<file path="src/rtl/cpu_pkg.sv">
// Shared types and constants for the CPU fetch stage and its decoder interface.
package cpu_pkg;

  localparam int unsigned IW      = 16;
  localparam int unsigned OFF_LSB = 0;
  localparam int unsigned OFF_MSB = 7;
  localparam int unsigned OFF_W   = OFF_MSB - OFF_LSB + 1;

  typedef enum logic [1:0] {
    PS_HOLD   = 2'b00,
    PS_INC    = 2'b01,
    PS_BRANCH = 2'b10,
    PS_JUMP   = 2'b11
  } ps_e;

  typedef enum logic [1:0] {
    FETCH = 2'b00,
    EXEC  = 2'b01,
    HALT  = 2'b10
  } fetch_state_e;

endpackage

</file>
<file path="src/rtl/cpu_pc_next.sv">
// Next-PC selection: hold, increment, PC-relative branch or absolute jump, wrapping modulo 2^AW.
module cpu_pc_next
  import cpu_pkg::*;
#(
  parameter int unsigned AW = 16
) (
  input  logic [AW-1:0]    pc,
  input  logic [1:0]       ps,
  input  logic [OFF_W-1:0] ir_off,
  input  logic [AW-1:0]    jump_addr,
  output logic [AW-1:0]    next_pc
);

  logic [AW-1:0] off_sext;

  // Sizing a signed operand replicates its sign bit into the upper bits.
  assign off_sext = AW'($signed(ir_off));

  always_comb begin
    next_pc = pc;
    case (ps_e'(ps))
      PS_HOLD:   next_pc = pc;
      PS_INC:    next_pc = pc + AW'(1);
      PS_BRANCH: next_pc = pc + AW'(1) + off_sext;
      PS_JUMP:   next_pc = jump_addr;
    endcase
  end

endmodule

</file>
<file path="src/rtl/cpu_fetch_unit.sv">
// Instruction-fetch stage: owns PC, IR and the decoder State bit; fetches over req/ack
// and applies the decoder's PS / IR_L / NS controls.
module cpu_fetch_unit
  import cpu_pkg::*;
#(
  parameter int unsigned   AW       = 16,
  parameter logic [AW-1:0] RESET_PC = '0,
  parameter int unsigned   TIMEOUT  = 15
) (
  input  logic          clk,
  input  logic          reset,
  input  logic [1:0]    ps,
  input  logic          ir_l,
  input  logic          ns,
  input  logic [AW-1:0] jump_addr,
  input  logic [IW-1:0] imem_rdata,
  input  logic          imem_ack,
  output logic          imem_req,
  output logic [AW-1:0] imem_addr,
  output logic [IW-1:0] ir,
  output logic          state,
  output logic          ir_valid,
  output logic [AW-1:0] pc,
  output logic          halted,
  output logic          fetch_err
);

  localparam int unsigned CW = (TIMEOUT > 1) ? $clog2(TIMEOUT) : 1;

  fetch_state_e  fsm_q, fsm_d;
  logic [AW-1:0] pc_q, pc_d;
  logic [IW-1:0] ir_q, ir_d;
  logic          state_q, state_d;
  logic [CW-1:0] cnt_q, cnt_d;
  logic          err_q, err_d;
  logic [AW-1:0] pc_next;

  cpu_pc_next #(
    .AW(AW)
  ) u_pc_next (
    .pc       (pc_q),
    .ps       (ps),
    .ir_off   (ir_q[OFF_MSB:OFF_LSB]),
    .jump_addr(jump_addr),
    .next_pc  (pc_next)
  );

  // State registers; reset wins over any in-flight fetch or execution.
  always_ff @(posedge clk) begin
    if (reset) begin
      fsm_q   <= FETCH;
      pc_q    <= RESET_PC;
      ir_q    <= '0;
      state_q <= 1'b0;
      cnt_q   <= '0;
      err_q   <= 1'b0;
    end else begin
      fsm_q   <= fsm_d;
      pc_q    <= pc_d;
      ir_q    <= ir_d;
      state_q <= state_d;
      cnt_q   <= cnt_d;
      err_q   <= err_d;
    end
  end

  always_comb begin
    fsm_d   = fsm_q;
    pc_d    = pc_q;
    ir_d    = ir_q;
    state_d = state_q;
    cnt_d   = cnt_q;
    err_d   = err_q;
    case (fsm_q)
      FETCH: begin
        if (imem_ack) begin
          ir_d    = imem_rdata;
          state_d = 1'b0;
          cnt_d   = '0;
          fsm_d   = EXEC;
        end else if (cnt_q == CW'(TIMEOUT - 1)) begin
          err_d = 1'b1;
          fsm_d = HALT;
        end else begin
          cnt_d = cnt_q + CW'(1);
        end
      end
      EXEC: begin
        // NS=1 holds the instruction for another decoder cycle; PS is ignored then.
        if (ns) begin
          state_d = 1'b1;
        end else if (ir_l) begin
          state_d = 1'b0;
          pc_d    = pc_next;
          fsm_d   = FETCH;
        end else begin
          state_d = 1'b0;
          fsm_d   = HALT;
        end
      end
      HALT: begin
        fsm_d = HALT;
      end
      default: begin
        fsm_d = HALT;
      end
    endcase
  end

  assign imem_req  = (fsm_q == FETCH);
  assign imem_addr = pc_q;
  assign ir_valid  = (fsm_q == EXEC);
  assign halted    = (fsm_q == HALT);
  assign pc        = pc_q;
  assign ir        = ir_q;
  assign state     = state_q;
  assign fetch_err = err_q;

endmodule

</file>
<file path="config.mk">
export PLATFORM = sky130hd
export DESIGN_NAME = cpu_fetch_unit
export DESIGN_NICKNAME = d
export VERILOG_FILES = /design/src/rtl/cpu_pkg.sv /design/src/rtl/cpu_pc_next.sv /design/src/rtl/cpu_fetch_unit.sv
export SDC_FILE = /design/constraint.sdc
export NUM_CORES = 1
export LEC_CHECK = 0
export BUFFER_PORTS_ARGS = -buffer_cell sky130_fd_sc_hd__buf_2
export CAP_MARGIN = 40
export CORE_MARGIN = 1
export CORE_UTILIZATION = 53
export CTS_CLUSTER_DIAMETER = 80
export DETAILED_ROUTE_END_ITERATION = 6
export GPL_ROUTABILITY_DRIVEN = 0
export PLACE_DENSITY = 0.81
export SYNTH_ARGS = -nofsm -noshare
export SYNTH_HDL_FRONTEND = slang
export SYNTH_SLANG_ARGS = --single-unit
</file>
<file path="constraint.sdc">
create_clock -name clk -period 3.9 [get_ports clk]
set_clock_uncertainty 0.2 [all_clocks]
set_input_delay 0 -clock clk [delete_from_list [all_inputs] [get_ports clk]]
set_output_delay 0 -clock clk [all_outputs]
set_load 0.005 [all_outputs]
</file>
==> results of run 1 <==
worst max path at each step:
| stage | startpoint | endpoint | slack [ps] | cells past startpoint |
|---|---|---|---|---|
| 3_5_place_dp | imem_addr[2] | imem_addr[14] | 570 | 11 |
| 4_1_cts | imem_addr[2] | imem_addr[14] | 510 | 11 |
| 2_1_floorplan | imem_addr[2] | imem_addr[14] | 840 | 14 |
| 6_report | imem_addr[2] | imem_addr[14] | 450 | 11 |
| 3_3_place_gp | imem_addr[2] | imem_addr[14] | 660 | 11 |
| 5_1_grt | imem_addr[2] | imem_addr[14] | 240 | 11 |
registers in the layout, summed over array words and instances (netlist names):
name / cells
imem_addr: 16
state: 1
fsm_q: 2
cnt_q: 4
ir: 16
fetch_err: 1
cell families (layout without fill, tap and decap cells):
group,count (synthesis),count (layout),share of synthesized area [%]
AND/OR/NAND/NOR,155,155,24.1
XOR/XNOR,25,25,6.81
flip-flops,40,40,24.9
multiplexers,4,4,1.25
AO/OA/AOI/OAI,116,116,23.7
buffers and inverters,49,140,9.61
adder cells (fa/ha/maj),24,24,9.57
synth_stat cells (all sizes together) (2+ instances only):
cell,n
buf,21
nand2,62
or3,2
o211ai,5
o2111a,2
o21a,4
nor2b,5
xnor2,15
nand3,20
dfxtp,40
nor3,8
a211o,2
o2111ai,2
and2,3
a22oi,3
nor4,2
a21oi,41
and3,6
nand4,7
and4,2
nand2b,3
clkbuf,20
a41oi,4
nor2,27
a32o,3
ha,23
xor2,10
a31oi,4
inv,8
o31ai,3
o21ai,27
a21o,5
and3b,2
mux2i,4
nor3b,3
through the flow:
step / instance area, um^2 / instances / power [mW] / utilization, %
3_3_place_gp: 3490 / 539 / 0.631 / 59.4
4_1_cts: 3940 / 579 / 1.03 / 66.9
5_1_grt: 3940 / 579 / 1.08 / 66.9
3_5_place_dp: 3490 / 539 / 0.637 / 59.4
6_report: 3940 / 579 / 1.03 / 66.9
2_1_floorplan: 3220 / 413 / 0.576 / -
final cells by class:
cell class | instances | area (um^2) | area share (%)
Clock buffer | 6 | 82.6 | 2.10
Clock inverter | 2 | 38.8 | 0.986
Inverter | 8 | 30.0 | 0.763
Multi-Input combinational cell | 324 | 2110 | 53.5
Sequential cell | 40 | 801 | 20.3
Tap cell | 75 | 93.8 | 2.38
Timing Repair Buffer | 124 | 783 | 19.9
power groups by stage:
stage | combinational (mW) | clock (mW) | sequential, mW
detailed placement | 0.181 | 0 | 0.456
global route | 0.234 | 0.398 | 0.450
finish | 0.211 | 0.371 | 0.447
floorplan | 0.123 | 0 | 0.454
global placement | 0.177 | 0 | 0.455
CTS | 0.207 | 0.376 | 0.446
worst register-to-register path, cell delays in order (launching register included):
cell       delay (ps)
dfxtp_1           520
and4_1            460
nand3_1           230
nor2_1            170
xnor2_1           160
ha_1              360
a21oi_1           290
nor2b_1            80
o21a_1            180
a2111oi_2         360
mux2i_1           230
o21ai_1            80
cell usage in the layout, fill, tap and decap left out, types with 2 or more instances in the layout:
cell / netlist / layout
o31ai_1: 3 / 3
nand2b_1: 3 / 3
o2111ai_1: 2 / 2
o21a_1: 4 / 4
and3_1: 5 / 5
clkbuf_8: 4 / 6
inv_1: 8 / 8
and3b_1: 2 / 2
nand4_1: 5 / 5
nor3b_1: 3 / 3
and2_1: 3 / 3
nor2_1: 27 / 27
a21o_1: 5 / 5
a22oi_1: 3 / 3
a21oi_1: 41 / 41
dfxtp_1: 40 / 40
a32o_1: 3 / 3
buf_2: 2 / 91
nor2b_1: 5 / 5
xor2_1: 10 / 10
a31oi_1: 4 / 4
dlygate4sd3_1: 0 / 32
nand2_1: 62 / 62
o211ai_1: 5 / 5
nor3_1: 7 / 7
o21ai_0: 25 / 25
ha_1: 23 / 23
a41oi_1: 3 / 3
a211o_1: 2 / 2
mux2i_1: 4 / 4
xnor2_1: 15 / 15
nand3_1: 20 / 20
o2111a_1: 2 / 2
per-layer routing:
layer  wire length, um  vias to the layer above  part of all wire [%]
met5                 0                        -                     0
met4               199                        0                   2.3
met3               711                       22                   8.1
met2              4000                      168                    46
met1              3880                     1533                    44
li1                  -                     1640                     -
==> metrics.txt, run 1 <==
number of port buffers 91; MaxCap Viol Count 0; fin crit share 88.5%; Via-to-Cell Ratio about 5.8; # fillers 518; hold path cells 4; clk_lat worst skew around 300 ps; Top delay family on crit path simple AND/OR/NAND/NOR gates; TritonCTS clock tree built; Post-synth EDFFs 0; worst-path cell chain and4_1 -> nand3_1 -> nor2_1 -> xnor2_1 -> ha_1 -> a21oi_1 -> nor2b_1 -> o21a_1 -> a2111oi_2 -> mux2i_1 -> o21ai_1; Async S/R FF share, synth 0%; Die ar. around 6400 um^2; post-cts sizing count 0; Clock Path Buffers 2; CP required 3860 ps; sequential-to-total area share from yosys stat 24.9%; largest net degree at the start of global routing 45; synth warn 0; core box area roughly 6000 um^2; cell area after synthesis between 3000 and 4000 um^2; Clock Pin Slew Worst Setup and Hold Paths approximately 80 ps; die height between 70 and 80 um; H-tree level count 2; Routed Antenna Nets 0; final hold viol count 0; Setup Fix Bufs, Post-CTS 0; root buffer cell clkbuf_8; Synth cell types 63; Net Switching a little under 300 uW; Final Max Slew Viols 0; RSZ-0062 raised after global routing false; hold path endpoint imem_addr[9]; area delta synth->final 22.4%; ranking of synthesized cells by area dfxtp_1 25%, ha_1 8.9%, nand2_1 7.2%; Switching Fraction between 20% and 30%; share of power burned in registers 43.4%; first-pass GRT wire length about 14,000 um; setup ws final between 400 and 500 ps; vias in the first global route 3,021; reg2reg path depth 11; PD cells approximately 260 nW/um^2; # setup viols final 0; combinational power share 20.5%; Synth top area share approximately a quarter; synthesized net count between 400 and 500; Setup crit start kind flop; # diodes 0; GRT met2 Usage a little over two fifths; met1 Use GR a little under two fifths; R2R Setup Slk approximately 450 ps; number of CTS-inserted buffers 5; WL/cell roughly 15 um; Syn Area/Cell a little under 8 um^2; crit path time final around 3500 ps; Detailed Route WL between 8000 and 9000 um; DP Wirelength 6040 um; layout cells sized above 1 between 20 and 25%; CTS Hold Bufs 32; final routed DRC violation total 0; worst slack at placement approximately 570 ps; area leader, netlist dfxtp_1; Fin Setup TNS 0 ps; WP buf/inv 0; Starting Density between 50% and 60%; GR Util met3 roughly 7%; Crit Path Category reg2reg; Worst R2R Start imem_addr[2]; static leakage 1.83 nW; FF-to-FF End imem_addr[14]; Slew @ Worst Pin approximately 920 ps; Via Count between 3,000 and 4,000; crit-path max cell delay around 520 ps; I/O pins 92; Rel. slew slack 38.6%; Hold Path Origin jump_addr[9]; Hold Crit Class in2reg; Worst Setup End Kind flop; Initial DRC Count 349; total track usage 28.2%; initial antenna violation count 0; Worst Path Max Fanout 11; Primary FF master, synth dfxtp_1; P_int 733 uW; post-synthesis cell count ~410; chip width about 80 um; post-layout net count approximately 570; crit path DAT 3420 ps; GR peak layer met2; outcome completed; Peak supply drop between 0.2 and 0.25 mV; num rows 28; cell at the slowest stage of the critical path dfxtp_1; Fmax achieved approximately 290 MHz; hold slack ~21 ps; Yosys reg bits 40; Clock Sinks 40; Congestion Overflow GR 0; First-pass DRT Iterations 5; clock network power share roughly 36%
No activity file was read; power rests on OpenSTA's default activity.
==> run 2: changes to the inputs <==
Settings changed: CORE_MARGIN 1 to 5.
==> metrics.txt, run 2 (synthesized netlist as in run 1, its figures left out) <==
outcome completed; Worst Path Max Fanout 11; Detailed Route WL slightly above 9000 um; final routed DRC violation total 0; post-layout net count ~570; RSZ-0062 raised after global routing false; chip width roughly 90 um; Congestion Overflow GR 0; die height approximately 88 um; Starting Density a little over half; TritonCTS clock tree built; initial antenna violation count 0; clock network power share 36.2%; clk_lat worst skew 300 ps; DP Wirelength 6310 um; fin crit share 89.5%; H-tree level count 2; # diodes 0; First-pass DRT Iterations 6; first-pass GRT wire length 14,700 um; P_int ~730 uW; Setup crit start kind flop; Placed Cells 539; crit path DAT roughly 3500 ps; Power, Total 1.03 mW; Crit Path Category reg2reg; Clock Pin Slew Worst Setup and Hold Paths around 90 ps; largest net degree at the start of global routing 45; root buffer cell clkbuf_8; number of port buffers just over 90; Hold Crit Class in2reg; area delta synth->final 22.4%; total track usage a little under a quarter; Rel. slew slack 41.1%; worst-path cell chain and4_1 -> nand3_1 -> nor2_1 -> xnor2_1 -> ha_1 -> a21oi_1 -> nor2b_1 -> o21a_1 -> a2111oi_2 -> mux2i_1 -> o21ai_1; Net Switching 299 uW; CP required 3870 ps; Worst Setup End Kind flop; WL/cell roughly 16 um; vias in the first global route ~3,200; Slew @ Worst Pin 883 ps; # setup viols final 0; num rows 28; cell at the slowest stage of the critical path dfxtp_1; Routed Antenna Nets 0; core box area 5920 um^2; Via Count approximately 3,300; I/O pins approximately 90; commonest non-fill, non-tap cell in the layout buf_2; Peak supply drop 0.244 mV; MaxCap Viol Count 0; number of CTS-inserted buffers 5; Die ar. 7720 um^2; combinational power share between 20% and 30%; crit-path max cell delay 540 ps; static leakage roughly 1.8 nW; Switching Fraction between 20 and 30%; Via-to-Cell Ratio between 5 and 6; Initial DRC Count about 230; share of power burned in registers roughly 43%; Final Max Slew Viols 0; post-cts sizing count 0; layout cells sized above 1 22.4%; # fillers a little over 500; final hold viol count 0; most frequent cells in the layout 91 x buf_2, 62 x nand2_1, 41 x a21oi_1, 40 x dfxtp_1, 32 x dlygate4sd3_1; Fin Setup TNS 0 ps; PD cells roughly 260 nW/um^2; hold slack about 24 ps; crit path time final approximately 3500 ps; Clock Sinks 40; Clock Path Buffers 2; Final Non-Filler Cells ~580; Fmax achieved roughly 290 MHz
run 2: per-stage QoR:
stage	utilization (%)	area [um^2]	setup WS (ps)
6_report	66.5	3940	409
3_3_place_gp	59.0	3490	658
5_1_grt	66.5	3940	172
2_1_floorplan	-	3220	840
3_5_place_dp	59.0	3490	494
4_1_cts	66.5	3940	480
run 2: path summary, 6_finish.rpt:
path,startpoint,to,slack (ps),cells past startpoint
min reg2reg,ir[14],ir[14],260,2
min,jump_addr[12],imem_addr[12],20,5
max reg2reg,imem_addr[2],imem_addr[14],410,11
max,imem_addr[2],imem_addr[14],410,11
run 2: worst max-delay path, delay by kind of cell (launching register included):
kind | cells | cell delay, ps
compound gates | 4 | 950
fa+ha+maj | 1 | 360
xor+xnor | 1 | 160
mux | 1 | 220
flops | 1 | 540
simple gates | 4 | 940
run 2: repair_timing:
item	in CTS	in global routing
hold buffers	32	0
setup endpoints to repair	0	0
setup buffers	0	0
hold endpoints to repair	32	0
run 2: power groups by stage:
stage	Clock, mW	Sequential [mW]	Combinational, mW
floorplan	0	0.454	0.123
global placement	0	0.455	0.178
detailed placement	0	0.456	0.181
CTS	0.376	0.447	0.207
global route	0.392	0.451	0.233
finish	0.374	0.447	0.211
run 2: metal layers:
metal	GRT usage, %	wire, um	vias up
li1	-	-	1641
met1	30.0	3980	1521
met2	38.4	4190	157
met3	6.96	941	14
met4	8.23	151	0
met5	0	0	-
run 2: final cells by class:
| cell class | instances | area, um^2 | share of cell area [%] |
|---|---|---|---|
| multi-input cells | 324 | 2110 | 53.5 |
| clock buffers | 6 | 82.6 | 2.10 |
| clock inverters | 2 | 38.8 | 0.986 |
| repair buffers | 124 | 783 | 19.9 |
| flip-flops and latches | 40 | 801 | 20.3 |
| inverters | 8 | 30.0 | 0.763 |
| well taps | 75 | 93.8 | 2.38 |
